--- src/rtl/alternate_seq_ctrl.sv ---
// rtl/alternate_seq_ctrl.sv - word-to-bit sequencer for the serial alternate-pattern checker
// Optional feature macro: ALT_SEQ_STATS_EN (adds stat_words / stat_pass counters)
module alternate_seq_ctrl #(
    parameter int WIDTH   = 32,
    parameter int CHK_LAT = 1
) (
    input  logic             clk,
    input  logic             rst_n,
    input  logic             in_valid,
    input  logic [WIDTH-1:0] in_word,
    output logic             in_ready,
    input  logic             abort,
    output logic             chk_rst_n,
    output logic             bit_out,
    output logic             bit_valid,
    input  logic             chk_check,
    output logic             res_valid,
    output logic             res_pass,
    input  logic             res_ready
`ifdef ALT_SEQ_STATS_EN
    ,
    output logic [15:0]      stat_words,
    output logic [15:0]      stat_pass
`endif
);

    localparam int CW = $clog2(WIDTH);
    localparam int LW = (CHK_LAT > 1) ? $clog2(CHK_LAT) : 1;

    typedef enum logic [2:0] {
        S_IDLE,
        S_CLR,
        S_SHIFT,
        S_WAIT,
        S_DONE
    } state_t;

    state_t           state, state_nxt;
    logic [WIDTH-1:0] sreg, sreg_nxt;
    logic [CW-1:0]    cnt, cnt_nxt;
    logic [LW-1:0]    lat, lat_nxt;
    logic             in_ready_nxt, chk_rst_n_nxt, bit_out_nxt, bit_valid_nxt;
    logic             res_valid_nxt, res_pass_nxt;
`ifdef ALT_SEQ_STATS_EN
    logic [15:0]      stat_words_nxt, stat_pass_nxt;
`endif

    // State and every output are registered together; the comb block decides their next values.
    always_ff @(posedge clk or negedge rst_n) begin
        if (!rst_n) begin
            state      <= S_IDLE;
            sreg       <= '0;
            cnt        <= '0;
            lat        <= '0;
            in_ready   <= 1'b1;
            chk_rst_n  <= 1'b1;
            bit_out    <= 1'b0;
            bit_valid  <= 1'b0;
            res_valid  <= 1'b0;
            res_pass   <= 1'b0;
`ifdef ALT_SEQ_STATS_EN
            stat_words <= '0;
            stat_pass  <= '0;
`endif
        end else begin
            state      <= state_nxt;
            sreg       <= sreg_nxt;
            cnt        <= cnt_nxt;
            lat        <= lat_nxt;
            in_ready   <= in_ready_nxt;
            chk_rst_n  <= chk_rst_n_nxt;
            bit_out    <= bit_out_nxt;
            bit_valid  <= bit_valid_nxt;
            res_valid  <= res_valid_nxt;
            res_pass   <= res_pass_nxt;
`ifdef ALT_SEQ_STATS_EN
            stat_words <= stat_words_nxt;
            stat_pass  <= stat_pass_nxt;
`endif
        end
    end

    // Next-state and next-output decode; abort beats a simultaneous last SHIFT/WAIT edge.
    always_comb begin
        state_nxt     = state;
        sreg_nxt      = sreg;
        cnt_nxt       = cnt;
        lat_nxt       = lat;
        in_ready_nxt  = in_ready;
        chk_rst_n_nxt = chk_rst_n;
        bit_out_nxt   = bit_out;
        bit_valid_nxt = bit_valid;
        res_valid_nxt = res_valid;
        res_pass_nxt  = res_pass;
`ifdef ALT_SEQ_STATS_EN
        stat_words_nxt = stat_words;
        stat_pass_nxt  = stat_pass;
`endif
        if (abort && (state == S_CLR || state == S_SHIFT || state == S_WAIT)) begin
            state_nxt     = S_IDLE;
            in_ready_nxt  = 1'b1;
            chk_rst_n_nxt = 1'b1;
            bit_out_nxt   = 1'b0;
            bit_valid_nxt = 1'b0;
        end else begin
            case (state)
                S_IDLE: begin
                    if (in_valid) begin
                        state_nxt     = S_CLR;
                        sreg_nxt      = in_word;
                        cnt_nxt       = CW'(WIDTH - 1);
                        in_ready_nxt  = 1'b0;
                        chk_rst_n_nxt = 1'b0;
                    end
                end
                S_CLR: begin
                    state_nxt     = S_SHIFT;
                    chk_rst_n_nxt = 1'b1;
                    bit_valid_nxt = 1'b1;
                    bit_out_nxt   = sreg[WIDTH-1];
                    sreg_nxt      = {sreg[WIDTH-2:0], 1'b0};
                end
                S_SHIFT: begin
                    if (cnt == '0) begin
                        state_nxt     = S_WAIT;
                        bit_valid_nxt = 1'b0;
                        bit_out_nxt   = 1'b0;
                        lat_nxt       = LW'(CHK_LAT - 1);
                    end else begin
                        cnt_nxt     = cnt - 1'b1;
                        bit_out_nxt = sreg[WIDTH-1];
                        sreg_nxt    = {sreg[WIDTH-2:0], 1'b0};
                    end
                end
                S_WAIT: begin
                    if (lat == '0) begin
                        state_nxt     = S_DONE;
                        res_valid_nxt = 1'b1;
                        res_pass_nxt  = chk_check;
                    end else begin
                        lat_nxt = lat - 1'b1;
                    end
                end
                S_DONE: begin
                    if (res_ready) begin
                        state_nxt     = S_IDLE;
                        res_valid_nxt = 1'b0;
                        in_ready_nxt  = 1'b1;
`ifdef ALT_SEQ_STATS_EN
                        if (stat_words != 16'hFFFF) stat_words_nxt = stat_words + 16'd1;
                        if (res_pass && stat_pass != 16'hFFFF) stat_pass_nxt = stat_pass + 16'd1;
`endif
                    end
                end
                default: begin
                    state_nxt     = S_IDLE;
                    in_ready_nxt  = 1'b1;
                    chk_rst_n_nxt = 1'b1;
                    bit_out_nxt   = 1'b0;
                    bit_valid_nxt = 1'b0;
                    res_valid_nxt = 1'b0;
                end
            endcase
        end
    end

endmodule
--- config.mk ---
export PLATFORM = sky130hd
export DESIGN_NAME = alternate_seq_ctrl
export DESIGN_NICKNAME = d
export VERILOG_FILES = /design/src/rtl/alternate_seq_ctrl.sv
export SDC_FILE = /design/constraint.sdc
export NUM_CORES = 1
export LEC_CHECK = 0
export ABC_CLOCK_PERIOD_IN_PS = 2400
export CORE_MARGIN = 10
export CORE_UTILIZATION = 38
export DETAILED_ROUTE_END_ITERATION = 10
export GPL_ROUTABILITY_DRIVEN = 1
export PLACE_DENSITY = 0.61
export SLEW_MARGIN = 5
export SYNTH_ARGS = -nofsm -noshare
export SYNTH_HDL_FRONTEND = slang
export SYNTH_SLANG_ARGS = --single-unit
--- constraint.sdc ---
create_clock -name clk -period 2.4 [get_ports clk]
set_input_delay 0.6 -clock clk [delete_from_list [all_inputs] [get_ports clk]]
set_output_delay 0.6 -clock clk [all_outputs]
set_load 0.005 [all_outputs]
==> flow_summary.yaml, run 1 <==
status:
  status: "complete, no violations"
sta:
  setup_viol: 0
  max_slew.worst_pin.slew_ns: 0.4342
  finalWorstPathRequiredPeriod_ns: 2.143
  fin_tns_setup_ns: 0
  slew-limit-headroom_pct: 70.65
  rsz0062_at_grt: "false"
  hold_viol: 0
  fmax_mhz: 466.6
  slew_violations: 0
  finClkSkew_ns: 0.01041
  fin_crit_sh_pct: 89.29
grt:
  grt_pass1_vias: 1700
  track_usage_pct: 9.875
  grt_pass1_wl_mm: 8.273
  antenna_found_initial: 0
  grt-ovfl-total: 0
  grt_start_max_net_pins: 33
synth:
  synth_area_mm2: 0.002469
  synth.most_common_cell: "dfrtp_1"
  syn_nets: 215
  synth-edff-count: 0
  synth_common_cells: "dfrtp_1, mux2_2, mux2_4"
  synth_top_area_cell: "dfrtp_1"
  ys_types: 44
  ys_top_cells_by_area: "dfrtp_1, mux2_4, mux2_2, buf_12, dfstp_2"
  synth_top_area_share_pct: 44.60
  ys.flop_type: "dfrtp_1"
  syn_inst: 176
  async_reset_ff_share_pct: 100.0
  synth_seq_cells: 46
  ys_seq_area_share_pct: 46.73
  ys_warn_count: 0
  avgSynthCellArea_um2: 14.03
cts:
  ctsHtreeMaxLevel: 2
  clk_latency_ns: 0.30
  cts_buffer_depth: 2
  cts-root-buf: "clkbuf_8"
  cts_buffers: 5
  cts_tree: "done"
  cts.sinks: 46
  clkTransAtPathRegs_ns: 0.09
  cts_resized: 0
setup_path:
  critPathSlowestCell: "or4b_4"
  worst_ep_required_time_ns: 2.59
  cpPeakStageDelay_ns: 0.46
  critical_path_class: "flop to flop"
  end_kind: "flop"
  rrSetupSlack_ns: 0.26
  path_buf_inv: 1
  timing.critical_path.cells: "inv_1 > ha_1 > or4b_4 > and2_4 > nor2_8 > mux2_2"
  cp_top_family: "simple AND/OR/NAND/NOR gates"
  critPathMaxFanout: 16
  start_kind: "flop"
  cp.arrival_ns: 2.33
floorplan:
  num_rows: 29
  start_util_pct: 39.10
  io_pins: 44
  chipWidth_um: 100.6
  die_h_um: 100.6
  core_area_mm2: 0.006314
  design.die.area_mm2: 0.01012
power:
  p_comb_share_pct: 52.0
  p_int_mw: 2.706
  pwr-share-clk_pct: 12.7
  power_density_mw_per_mm2: 1239
  p_leak_nw: 1.368
  p_seq_share_pct: 35.3
  irDropWorstVdd_uv: 713.3
  p_switching_mw: 1.188
  netSwitchingFraction_pct: 30.51
placement:
  dp_hpwl_mm: 3.340
  gp_congestion: 0.7421
  numPortBuffers: 43
drt:
  route.detailed.drc: 0
  wire_per_inst_um: 15.66
  vias_per_cell: 4.926
  drtIter0Drc: 40
  routed_wirelength_mm: 4.855
  dr.pass1.iters: 4
  ant_nets: 0
  vias: 1527
layout:
  drive_above_1_share_pct: 42.06
  areaGrowthSynthToFinish_pct: 27.37
  seq_area_mm2: 0.001154
  layout.nets: 271
  fillers: 607
  antenna_cells: 0
  multi_input_area_mm2: 0.001225
  fin_util_pct: 49.80
job:
  drv_cap: 0
min_path:
  hp-class: "primary input to asynchronous set/reset pin"
[layer usage]
metal / GRT usage [%] / vias up / part of all wire (%)
met3: 2.949 / 5 / 3.5
met4: 2.283 / 0 / 0.68
li1: - / 754 / -
met5: 0 / - / 0
met1: 13.95 / 740 / 51
met2: 14.35 / 28 / 45
[power by group through the flow]
stage	logic [mW]	registers [mW]	clock network [mW]
finish	2.03	1.37	0.494
global route	2.22	1.43	0.539
CTS	1.99	1.37	0.514
detailed placement	1.98	1.38	0
global placement	1.95	1.38	0
floorplan	1.65	1.31	0
[final cells by class]
| cell class | count | share of cell area (%) |
|---|---|---|
| Multi-Input combinational cell | 117 | 38.96 |
| Clock inverter | 2 | 0.3979 |
| Tap cell | 77 | 3.064 |
| Clock buffer | 6 | 2.626 |
| Inverter | 5 | 0.5969 |
| Timing Repair Buffer | 57 | 17.67 |
| Sequential cell | 46 | 36.69 |
[cells in the final DEF, fill, tap and decap left out, types with 2 or more instances in the layout]
| cell | instances |
|---|---|
| a21oi_1 | 3 |
| buf_12 | 2 |
| buf_4 | 12 |
| clkbuf_8 | 6 |
| clkdlybuf4s50_1 | 42 |
| dfrtp_1 | 44 |
| dfstp_2 | 2 |
| inv_1 | 5 |
| mux2_2 | 34 |
| mux2_4 | 30 |
| nand2_1 | 3 |
| nand2b_1 | 2 |
| nand3_1 | 3 |
| nor2_1 | 4 |
| nor2_4 | 2 |
| nor3_1 | 2 |
| nor4b_1 | 2 |
| o21ai_0 | 5 |
[cell families after synthesis]
| kind of cell | share of synthesized area [%] |
|---|---|
| simple gates | 7.958 |
| mux | 34.16 |
| fa+ha+maj | 0.5068 |
| flops | 46.73 |
| compound gates | 5.981 |
| buf+inv | 4.308 |
| xor+xnor | 0.3549 |
[stage by stage]
stage | hold slack [ns] | total power, mW | cell area [um2] | instances | worst slack [ns]
after global placement | 0.4878 | 3.329 | 3003 | 298 | -0.1186
after floorplan | 0.3044 | 2.965 | 2469 | 176 | 0.4176
after CTS | 0.2157 | 3.873 | 3098 | 306 | 0.00002864
after detailed placement | 0.4900 | 3.352 | 3003 | 298 | -0.1443
final | 0.2090 | 3.895 | 3144 | 310 | 0.2570
after global routing | 0.2193 | 4.187 | 3144 | 310 | 0.1335
[repair_timing]
item / 4_1_cts / 5_1_grt
gates cloned: 0 / 1
buffers inserted: 0 / 3
pin swaps: 1 / 2
hold buffers: 0 / 0
endpoints found under the setup margin: 2 / 32
[flip-flops by register name, summed over array words and instances, names as in the netlist]
register	cells
sreg	32
cnt	5
state	3
bit_out	1
bit_valid	1
chk_rst_n	1
in_ready	1
res_pass	1
res_valid	1
[path summary, 6_finish.rpt]
path / start / to / cells after the start
max in group asynchronous: rst_n / in_ready$_DFFE_PN1P_ / 2
min in group clk: sreg[6]$_DFFE_PN0P_ / sreg[6]$_DFFE_PN0P_ / 1
setup reg to reg: cnt[0]$_DFFE_PN0P_ / sreg[27]$_DFFE_PN0P_ / 6
setup / recovery: cnt[0]$_DFFE_PN0P_ / sreg[27]$_DFFE_PN0P_ / 6
hold reg to reg: sreg[6]$_DFFE_PN0P_ / sreg[6]$_DFFE_PN0P_ / 1
hold / removal: rst_n / sreg[28]$_DFFE_PN0P_ / 1
(Power assumes the default switching activity.)
==> inputs of run 2 (changes only) <==
- ABC_CLOCK_PERIOD_IN_PS: 2400 -> 2000
- clock period: 2.4 -> 2 ns (I/O delays scaled with it)
==> run 2 against run 1 <==
- the flow now finishes with violations (setup timing)
- wire length is 4.8% higher
- first-iteration DRC count increased by 55%
- sequential power rose by 20%
- count of clock-buffer cells in the layout up 1
- register-to-register slack worse by 0.30 ns
- sequential cell count did not move
- utilization is 2.1 points higher
==> flow_summary.yaml, run 2 (synthesis results as in run 1) <==
placement:
  dp_hpwl_mm: 3.452
  gp_congestion: 0.7618
  numPortBuffers: 43
job:
  drv_cap: 0
sta:
  setup_viol: 12
  slew_violations: 0
  slew-limit-headroom_pct: 71.77
  fin_crit_sh_pct: 102.0
  finalWorstPathRequiredPeriod_ns: 2.040
  finClkSkew_ns: 0.008672
  rsz0062_at_grt: "true"
  max_slew.worst_pin.slew_ns: 0.4176
  hold_viol: 0
  fmax_mhz: 490.1
  holdWs_ns: 0.07896
  fin_tns_setup_ns: -0.2382
  worst_slack_ns: -0.04027
setup_path:
  critical_path_class: "flop to flop"
  critPathMaxFanout: 5
  reg2regPathDepth: 7
  rrSetupSlack_ns: -0.04
  r2r_end: "sreg[3]$_DFFE_PN0P_"
  endpoint: "sreg[3]$_DFFE_PN0P_"
  startpoint: "cnt[1]$_DFFE_PN0P_"
  critPathSlowestCell: "or4b_4"
  r2r_start: "cnt[1]$_DFFE_PN0P_"
  cpPeakStageDelay_ns: 0.46
  timing.critical_path.cells: "inv_2 > ha_4 > or4b_4 > and2_4 > nor2_4 > clkbuf_16 > mux2_4"
  start_kind: "flop"
  cp.arrival_ns: 2.23
  end_kind: "flop"
  worst_ep_required_time_ns: 2.19
cts:
  cts-root-buf: "clkbuf_8"
  cts.sinks: 46
  cts_buffers: 5
  clkTransAtPathRegs_ns: 0.08
  ctsHtreeMaxLevel: 2
  hold_buffers: 0
  cts_tree: "done"
  cts_buffer_depth: 2
  clk_latency_ns: 0.30
layout:
  final_common_cell: "dfrtp_1"
  top_register: "sreg"
  areaGrowthSynthToFinish_pct: 32.64
  drive_above_1_share_pct: 45.04
  fin_util_pct: 51.86
  layout.nets: 280
  largest_reg_flops: 32
  layout_common_cells: "dfrtp_1, clkdlybuf4s50_1, mux2_2, mux2_4, buf_4"
  biggestRegsByFlops: "sreg: 32 flops, cnt: 5 flops, state: 3 flops"
  antenna_cells: 0
drt:
  top_layer: "met4"
  routed_wirelength_mm: 5.088
  drtIter0Drc: 62
  vias_per_cell: 4.966
  vias: 1584
  route.detailed.drc: 0
  dr.pass1.iters: 4
  wl_met1_mm: 2.529
  wire_per_inst_um: 15.95
  wl_met2_mm: 2.280
  wl_met3_um: 209
  ant_nets: 0
power:
  power_density_mw_per_mm2: 1496
  p_leak_nw: 1.420
  irDropWorstVdd_uv: 651.5
grt:
  grt-ovfl-total: 0
  grt_start_max_net_pins: 24
  track_usage_pct: 10.40
  grt_pass1_wl_mm: 8.631
  grt_pass1_vias: 1833
  antenna_found_initial: 0
floorplan:
  num_rows: 29
  io_pins: 44
  core_area_mm2: 0.006314
  chipWidth_um: 100.6
  die_h_um: 100.6
  design.die.area_mm2: 0.01012
  start_util_pct: 39.10
min_path:
  hp-class: "primary input to asynchronous set/reset pin"
status:
  failed_checks: "setup timing"
  status: "finished, violations left"
## run 2: cell count changes in the layout (fill, tap and decap cells not counted), moves of 2 or more
| cell | delta |
|---|---|
| inv_2 | +2 |
| clkbuf_1 | +2 |
| buf_12 | +3 |
| inv_1 | -2 |
| buf_4 | +5 |
## run 2: metal layers
layer / up-vias / global-route usage (%)
li1: 774 / -
met1: 776 / 14.03
met2: 27 / 15.43
met3: 7 / 3.018
met4: 0 / 3.587
met5: - / 0
## run 2: area by class of cell
cell class,instances,area (um2)
Clock buffer,7,76.32
Clock inverter,1,7.507
Fill cell,588,3039
Inverter,5,18.77
Multi-Input combinational cell,117,1244
Sequential cell,46,1154
Tap cell,77,96.34
Timing Repair Buffer,66,678.2
## run 2: worst min path at each step
stage          slack, ns  start                  end
2_1_floorplan       0.20  rst_n  bit_out$_DFFE_PN0P_
3_3_place_gp        0.40  rst_n  sreg[4]$_DFFE_PN0P_
3_5_place_dp        0.41  rst_n  sreg[4]$_DFFE_PN0P_
4_1_cts             0.08  rst_n  sreg[6]$_DFFE_PN0P_
5_1_grt             0.08  rst_n   cnt[0]$_DFFE_PN0P_
6_report            0.08  rst_n   cnt[0]$_DFFE_PN0P_
## run 2: power breakdown
part           internal, mW  switching, mW  leakage (nW)
registers              1.38          0.260         0.529
logic                  1.79          0.918         0.853
clock network         0.248          0.307        0.0385
total                  3.41           1.49          1.42
## run 2: metrics by stage
step                      cells  total power, mW  cell area [um2]  setup WS (ns)
after floorplan             176            3.559             2469        0.01759
after global routing        319            5.216             3274        -0.1005
after global placement      305            4.055             3055        -0.4187
final                       319            4.899             3274       -0.04027
after detailed placement    305            4.090             3055        -0.4266
after CTS                   318            4.876             3231       -0.02151
## run 2: worst max-delay path: cells and delay by family (launching register included)
kind,cells,cell delay (ns)
simple gates,3,0.84
fa+ha+maj,1,0.13
buf+inv,2,0.28
flops,1,0.39
mux,1,0.29
## run 2: timing repair
item | in CTS | in global routing
gates cloned | 1 | 1
setup endpoints to repair | 32 | 33
pin swaps | 2 | 2
buffers inserted | 4 | 0
gates resized for setup | 0 | 5
